### src/rtl/cla_seq_add_ctrl.sv
// Nibble-serial adder: one 4-bit carry-lookahead slice reused WIDTH/4 times.
// Optional subtract/overflow support is enabled by defining CLA_SEQ_SUB_EN.

module cla_seq_add_ctrl_slice (
    input  logic [3:0] a_i,
    input  logic [3:0] b_i,
    input  logic       c_i,
    output logic [3:0] s_o,
    output logic       p_o,
    output logic       g_o
);
    logic [3:0] p;
    logic [3:0] g;
    logic [3:0] c;

    always_comb begin
        p    = a_i ^ b_i;
        g    = a_i & b_i;
        c[0] = c_i;
        c[1] = g[0] | (p[0] & c_i);
        c[2] = g[1] | (p[1] & g[0]) | (p[1] & p[0] & c_i);
        c[3] = g[2] | (p[2] & g[1]) | (p[2] & p[1] & g[0])
             | (p[2] & p[1] & p[0] & c_i);
        s_o  = p ^ c;
        p_o  = &p;
        g_o  = g[3] | (p[3] & g[2]) | (p[3] & p[2] & g[1])
             | (p[3] & p[2] & p[1] & g[0]);
    end
endmodule

module cla_seq_add_ctrl #(
    parameter int WIDTH = 16
) (
    input  logic             clk,
    input  logic             rst_n,
    input  logic             in_valid,
    output logic             in_ready,
    input  logic [WIDTH-1:0] a,
    input  logic [WIDTH-1:0] b,
    input  logic             cin,
`ifdef CLA_SEQ_SUB_EN
    input  logic             sub,
    output logic             ovf,
`endif
    output logic             out_valid,
    input  logic             out_ready,
    output logic [WIDTH-1:0] sum,
    output logic             cout
);
    localparam int NSLICE = WIDTH / 4;
    localparam int IW     = $clog2(NSLICE);
    localparam logic [IW-1:0] LAST = IW'(NSLICE - 1);

    typedef enum logic [1:0] {
        IDLE = 2'd0,
        RUN  = 2'd1,
        DONE = 2'd2
    } state_t;

    state_t           state_q, state_d;
    logic [WIDTH-1:0] a_q, a_d;
    logic [WIDTH-1:0] b_q, b_d;
    logic [WIDTH-1:0] sum_q, sum_d;
    logic             carry_q, carry_d;
    logic             cout_q, cout_d;
    logic [IW-1:0]    idx_q, idx_d;
    logic [IW+1:0]    base;
    logic [3:0]       a_n;
    logic [3:0]       b_n;
    logic [3:0]       s_n;
    logic             p_n;
    logic             g_n;
    logic             c_n;
`ifdef CLA_SEQ_SUB_EN
    logic             ovf_q, ovf_d;
`endif

    always_comb begin
        base = {idx_q, 2'b00};
        a_n  = a_q[base +: 4];
        b_n  = b_q[base +: 4];
        c_n  = g_n | (p_n & carry_q);
    end

    cla_seq_add_ctrl_slice u_slice (
        .a_i (a_n),
        .b_i (b_n),
        .c_i (carry_q),
        .s_o (s_n),
        .p_o (p_n),
        .g_o (g_n)
    );

    always_comb begin
        state_d = state_q;
        a_d     = a_q;
        b_d     = b_q;
        sum_d   = sum_q;
        carry_d = carry_q;
        cout_d  = cout_q;
        idx_d   = idx_q;
`ifdef CLA_SEQ_SUB_EN
        ovf_d   = ovf_q;
`endif
        unique case (state_q)
            IDLE: begin
                if (in_valid) begin
                    a_d     = a;
                    b_d     = b;
                    carry_d = cin;
                    idx_d   = '0;
                    state_d = RUN;
`ifdef CLA_SEQ_SUB_EN
                    if (sub) begin
                        b_d     = ~b;
                        carry_d = 1'b1;
                    end
`endif
                end
            end
            RUN: begin
                sum_d[base +: 4] = s_n;
                carry_d          = c_n;
                if (idx_q == LAST) begin
                    // idx parks on the last nibble; IDLE reloads it
                    cout_d  = c_n;
                    state_d = DONE;
`ifdef CLA_SEQ_SUB_EN
                    ovf_d   = (a_q[WIDTH-1] == b_q[WIDTH-1])
                            && (s_n[3] != a_q[WIDTH-1]);
`endif
                end else begin
                    idx_d = idx_q + 1'b1;
                end
            end
            DONE: begin
                if (out_ready) begin
                    state_d = IDLE;
                end
            end
            default: state_d = IDLE;
        endcase
    end

    always_ff @(posedge clk or negedge rst_n) begin
        if (!rst_n) begin
            state_q <= IDLE;
            a_q     <= '0;
            b_q     <= '0;
            sum_q   <= '0;
            carry_q <= 1'b0;
            cout_q  <= 1'b0;
            idx_q   <= '0;
`ifdef CLA_SEQ_SUB_EN
            ovf_q   <= 1'b0;
`endif
        end else begin
            state_q <= state_d;
            a_q     <= a_d;
            b_q     <= b_d;
            sum_q   <= sum_d;
            carry_q <= carry_d;
            cout_q  <= cout_d;
            idx_q   <= idx_d;
`ifdef CLA_SEQ_SUB_EN
            ovf_q   <= ovf_d;
`endif
        end
    end

    assign in_ready  = (state_q == IDLE);
    assign out_valid = (state_q == DONE);
    assign sum       = sum_q;
    assign cout      = cout_q;
`ifdef CLA_SEQ_SUB_EN
    assign ovf       = ovf_q;
`endif

endmodule

### config.mk
export PLATFORM = sky130hd
export DESIGN_NAME = cla_seq_add_ctrl
export DESIGN_NICKNAME = d
export VERILOG_FILES = /design/src/rtl/cla_seq_add_ctrl.sv
export SDC_FILE = /design/constraint.sdc
export NUM_CORES = 1
export LEC_CHECK = 0
export CELL_PAD_IN_SITES_DETAIL_PLACEMENT = 2
export CELL_PAD_IN_SITES_GLOBAL_PLACEMENT = 2
export CORE_AREA = 2 2 107 83
export CTS_BUF_LIST = sky130_fd_sc_hd__clkbuf_8 sky130_fd_sc_hd__clkbuf_16
export DETAILED_ROUTE_END_ITERATION = 6
export DIE_AREA = 0 0 109 85
export GPL_TIMING_DRIVEN = 0
export PLACE_DENSITY_LB_ADDON = 0.1
export SETUP_SLACK_MARGIN = 0.02
export SLEW_MARGIN = 10
export SYNTH_ARGS = -nofsm -noshare
export SYNTH_HDL_FRONTEND = slang
export SYNTH_SLANG_ARGS = --single-unit
### constraint.sdc
create_clock -name clk -period 2.3 [get_ports clk]
set_input_delay 0.23 -clock clk [delete_from_list [all_inputs] [get_ports clk]]
set_output_delay 0.23 -clock clk [all_outputs]
set_load 0.005 [all_outputs]
# [Word level (Yosys, flattened, before mapping)]
# Cells that the tools add are included.
[word_totals] elab_cells=66 regBits=54 inputBits=37 latchBits=0 mem_bits_rw=0 out_inout_bits=19 mem_count=0 rom_bits=0
[op_classes] n_eq_ne=7 n_addsub=2 n_bitwise=28 n_div=0 reduce_logical=8 mux=10 mul=0 n_lt_le_gt_ge=0 n_shift=4
[ops] op="16-bit by 5-bit variable part select with 4-bit output" count=2
[ops] op="16-bit bitwise mux" count=1
[ops] op="4-bit by 6-bit variable shift with 16-bit output, first input constant" count=1
[ops] op="4-bit by 6-bit variable part select with 16-bit output" count=1
[ops] op="1-bit AND" count=15
[ops] op="2-bit 2-to-1 mux" count=5
[ops] op="1-bit bitwise OR" count=10
[ops] op="4-bit XOR" count=2
[ops] op="2-bit != test, second input constant" count=3
[ops] op="4-bit negator with 6-bit output" count=1
[ops] op="2-bit case mux with 3 select lines" count=1
[ops] op="2-bit AND reduction" count=3
[ops] op="3-bit AND reduction" count=2
[ops] op="4-bit AND" count=1
[ops] op="2-bit == test, second input constant" count=2
[ops] op="2-bit case mux with 2 select lines" count=1
[ops] op="4-bit AND reduction" count=1
[ops] op="2-bit by 1-bit adder with 2-bit output, second input constant" count=1
[ops] op="2-bit by 1-bit == test with 1-bit output, second input constant" count=1
[ops] op="2-bit logical NOT" count=1
[ops] op="2-bit by 1-bit != test with 1-bit output, second input constant" count=1
[ops] op="1-bit case mux with 2 select lines" count=1
[ops] op="2-bit nonzero test" count=1
[ops] op="1-bit 2-to-1 mux" count=1

# [Longest topological paths before layout]
[depth] ltp_word=9 ltp_mapped=7 depth_no_buf=6

# [Hierarchy]
# A second synthesis with hierarchy kept.
[unflattened] hier_cells=189 area_unflattened_um2=2597.5
[modules_own_cells] mod="cla_seq_add_ctrl" n_inst=1 area_per_inst_um2=2414.8 cells_each=167
[modules_own_cells] mod="cla_seq_add_ctrl_slice" n_inst=1 area_per_inst_um2=182.7 cells_each=22

# [Worst setup path before layout]
# Ideal clock, no wire load.
[synth_path] path_kind="register to register" startpoint="reg idx_q[0]" endpoint="reg sum_q[3], in the netlist sum[3]" required_time_ps=2179 setup_slack_ps=-68 setup_ps=121 path_buffers=1 path_stages_with_launch=8 t_arrival_ps=2247 cell_sequence="dfrtp_1 > buf_4 > mux4_2 > ha_1 > a41oi_1 > o21ai_0 > xor2_1 > a22o_1"
[synth_via] elab_chain_len=9
[synth_lines] item="start, declared" line_no="66" rtl="logic [IW-1:0] idx_q, idx_d;"
[synth_lines] item="start signal, assigned" line_no="164" rtl="idx_q <= idx_d;"
[synth_lines] item="16-bit by 5-bit variable part select with 4-bit output, on equally long branches" line_no="80, 81"
[synth_lines] item="4-bit XOR / 4-bit AND (equally long branches)" line_no="17, 18"
[synth_lines] item="1-bit AND, on equally long branches" line_no="22, 23"
[synth_lines] item="1-bit bitwise OR (tied with other cells)" line_no="22" rtl="c[3] = g[2] | (p[2] & g[1]) | (p[2] & p[1] & g[0])"
[synth_lines] item="1-bit bitwise OR / 1-bit AND (equally long branches)" line_no="22, 23"
[synth_lines] item="1-bit bitwise OR" line_no="23" rtl="| (p[2] & p[1] & p[0] & c_i);"
[synth_lines] item="4-bit XOR" line_no="24" rtl="s_o = p ^ c;"
[synth_lines] item="4-bit by 6-bit variable part select with 16-bit output" line_no="122" rtl="sum_d[base +: 4] = s_n;"
[synth_lines] item="16-bit bitwise mux (*)" line_no="122"
[synth_lines] item="end signal, assigned" line_no="161" rtl="sum_q <= sum_d;"
[synth_lines] item="end, declared" line_no="63" rtl="logic [WIDTH-1:0] sum_q, sum_d;"
# Mark *: on every way between the ends. The rest lies on a longest branch, timed or not.
# A chain may end at the register's enable or synchronous reset.

# [Worst setup path after layout]
[layout_path] startpoint="reg idx_q[0]" endpoint="reg sum_q[11], in the netlist sum[11]"
# Same word-level chain as after synthesis.

==> impl_metrics.ini <==
[status]
outcome = finished, final reports clean

[layout]
drive_above_1_share_pct = 32.1
diodes = 0
final_cells = 348
nets = 287
final_util_pct = 42.2
area_delta_synth_final_pct = 40.0
final_cell_area_mm2 = 0.00348
nFillCells = 810

[die]
die-height_um = 85
dieWidth_um = 109
rows = 29
fp.dieArea_mm2 = 0.00927
core_mm2 = 0.00824
start_util_pct = 30.2
boundaryPins = 56

[global_routing]
grt_use_total_pct = 15.7
grt.busiest_layer = met2
grt_util_met2_pct = 27.1
grt_overflow = 0
grt_start_max_net_pins = 34
antenna_found_initial = 0
met1_usage_pct = 20.6
grt_pass1_wl_mm = 11.1
grt_pass1_vias = 2081
use_met3_pct = 2.92

[synth]
syn-num-nets = 215
seq_area_frac_synth_pct = 54.4
syn_area_mm2 = 0.00248
synth_edf_count = 0
async_reset_ff_share_pct = 100
yosys.area.top_type_share_pct = 54.4
synth_cell_types = 28
yosysMostFrequentCell = dfrtp_1
synth.area.top_cells = dfrtp_1 54%, mux2_2 14%, mux4_2 7.3%
syn_inst = 167
synth.avg_cell_area_um2 = 14.9
yosys.area.top_type = dfrtp_1
ys_warn_count = 0
netlist_top_cells_count = 54 x dfrtp_1, 31 x mux2_2, 18 x a22o_1
yosys_most_used_dff = dfrtp_1
ys_ff_latch = 54

[cts]
clock_sinks = 54
clk_latency_ns = 0.30
numCtsBuffers = 5
htreeDepth = 2
clk_pin_slew_worst_paths_ns = 0.09
tritoncts = yes
root_buffer = clkbuf_8
clockBufferDepth = 2

[critical_path]
reg2reg_depth = 7
critPathCaptureType = flop
worstSetupPathType = flop to flop
worst_ep_arrival_time_ns = 2.45
r2r_setup_slack_ns = 0.04
cp_max_fo = 7
required_ns = 2.49
crit_path_start_kind = flop
r2r-end = sum[11]$_DFFE_PN0P_
rr_startpoint = idx_q[0]$_DFFE_PN0P_

[timing]
slew_headroom_pct = 64.5
grt_setup_unrepaired = yes
clock.fmax_mhz = 443
drv_slew = 0
setup_slack_ns = 0.0422
fin_crit_ns = 2.26
setup_viol = 0
fin_worst_skew_ns = 0.00565
fin_crit_sh_pct = 98.2
final_hold_viol_count = 0
tightestPinTransition_ns = 0.533

[hold_path]
hold_path.class = primary input to asynchronous set/reset pin

[routing]
drtIter0Drc = 23
wl_per_cell_um = 18.5
first_pass_iters = 2
wl_mm = 6.44
vias = 1645
drc_errors = 0
routed_via_density = 4.73
drtAntennaViolNets = 0

[placement]
gp_congestion = 0.760
hpwl_mm = 4.90
place_inst = 331
place_area_mm2 = 0.00319
dp_slack_ns = -0.657
io_buffers = 55

[pwr]
finalPower_mw = 5.91
leakage_nw = 1.46
powerDensity_mw_per_mm2 = 1700
irDropWorstVdd_mv = 0.597

[flow_run]
cap_violations = 0
placed cells by master, fill, tap and decap left out, drive strengths merged:
cell           netlist  layout
clkdlybuf4s50        0      54
dfrtp               54      54
mux2                33      33
a22o                18      18
buf                  5      15
ha                  10      10
mux4                 8       8
inv                  5       7
clkbuf               1       6
nand2                6       6
a21oi                5       5
nor2                 3       3
nor2b                3       3
nor4                 2       2
xor2                 2       2
and3                 2       2
nor3b                2       2
nand2b               1       1
a41oi                1       1
o21ai                1       1
a211oi               1       1
a31oi                1       1
a21o                 1       1
xnor2                1       1
fa                   1       1
bufinv               0       1
dlygate4sd3          0       1
layout make-up:
| cell class | count | area (µm²) | area share (%) |
|---|---|---|---|
| plain buffers | 6 | 72.6 | 2.09 |
| clock buffers | 5 | 68.8 | 1.98 |
| clock inverters | 3 | 37.5 | 1.08 |
| inverters | 5 | 18.8 | 0.540 |
| multi-input cells | 102 | 1160 | 33.2 |
| flip-flops and latches | 54 | 1350 | 38.9 |
| well taps | 108 | 135 | 3.89 |
| repair buffers | 65 | 636 | 18.3 |
repair_timing:
item	CTS	global route
endpoints found under the setup margin	18	8
endpoints found under the hold margin	21	0
resized for setup	15	4
buffers inserted	6	3
pin swaps	2	10
cloned	0	0
hold buffers	1	0
sequential cells by signal, indices dropped and copies added (netlist names):
register and cells:
a_q 16, b_q 16, carry_q 1, cout 1
idx_q 2, state_q 2, sum 16
worst max path at each step:
stage | start | endpoint | slack [ns] | depth (start not counted)
2_1_floorplan | idx_q[0]$_DFFE_PN0P_ | sum[11]$_DFFE_PN0P_ | 0.03 | 7
3_3_place_gp | rst_n | idx_q[0]$_DFFE_PN0P_ | -0.67 | 1
3_5_place_dp | idx_q[1]$_DFFE_PN0P_ | sum[11]$_DFFE_PN0P_ | -0.66 | 7
4_1_cts | idx_q[0]$_DFFE_PN0P_ | sum[11]$_DFFE_PN0P_ | 0.01 | 8
5_1_grt | idx_q[0]$_DFFE_PN0P_ | sum[11]$_DFFE_PN0P_ | -0.03 | 7
6_report | idx_q[0]$_DFFE_PN0P_ | sum[11]$_DFFE_PN0P_ | 0.04 | 7
stage by stage:
| stage | hold slack [ns] | setup TNS (ns) |
|---|---|---|
| 4_1_cts | 0.437 | 0 |
| 2_1_floorplan | -0.0656 | 0 |
| 5_1_grt | 0.488 | -0.0647 |
| 6_report | 0.443 | 0 |
| 3_3_place_gp | 0.471 | -32.57 |
| 3_5_place_dp | 0.241 | -6.52 |
power breakdown:
part | internal [mW] | total [mW] | switching [mW] | leakage (nW)
Sequential | 1.38 | 1.65 | 0.268 | 0.667
Clock | 0.317 | 0.610 | 0.292 | 0.0607
Combinational | 1.90 | 3.65 | 1.75 | 0.731
cells by family after synthesis:
family	Yosys count	synth area share (%)
xor gates and xnor gates	3	1.06
DFF	54	54.4
buffers and inverters	11	2.77
AOI/OAI and AO/OA	28	8.77
and+or+nand+nor	19	4.94
adders and majority gates	11	5.84
muxes	41	22.2
critical path, stage by stage (launching register included):
cell	delay (ns)
dfrtp_2	0.40
buf_12	0.14
mux4_2	0.55
ha_4	0.29
a41oi_2	0.20
o21ai_2	0.11
xor2_2	0.20
a22o_1	0.26
per-layer routing:
metal  up-vias  wire, µm
li1        757         -
met1       855      2860
met2        29      3350
met3         4       198
met4         0        34
met5         -         0
No activity file was read; power rests on OpenSTA's default activity.
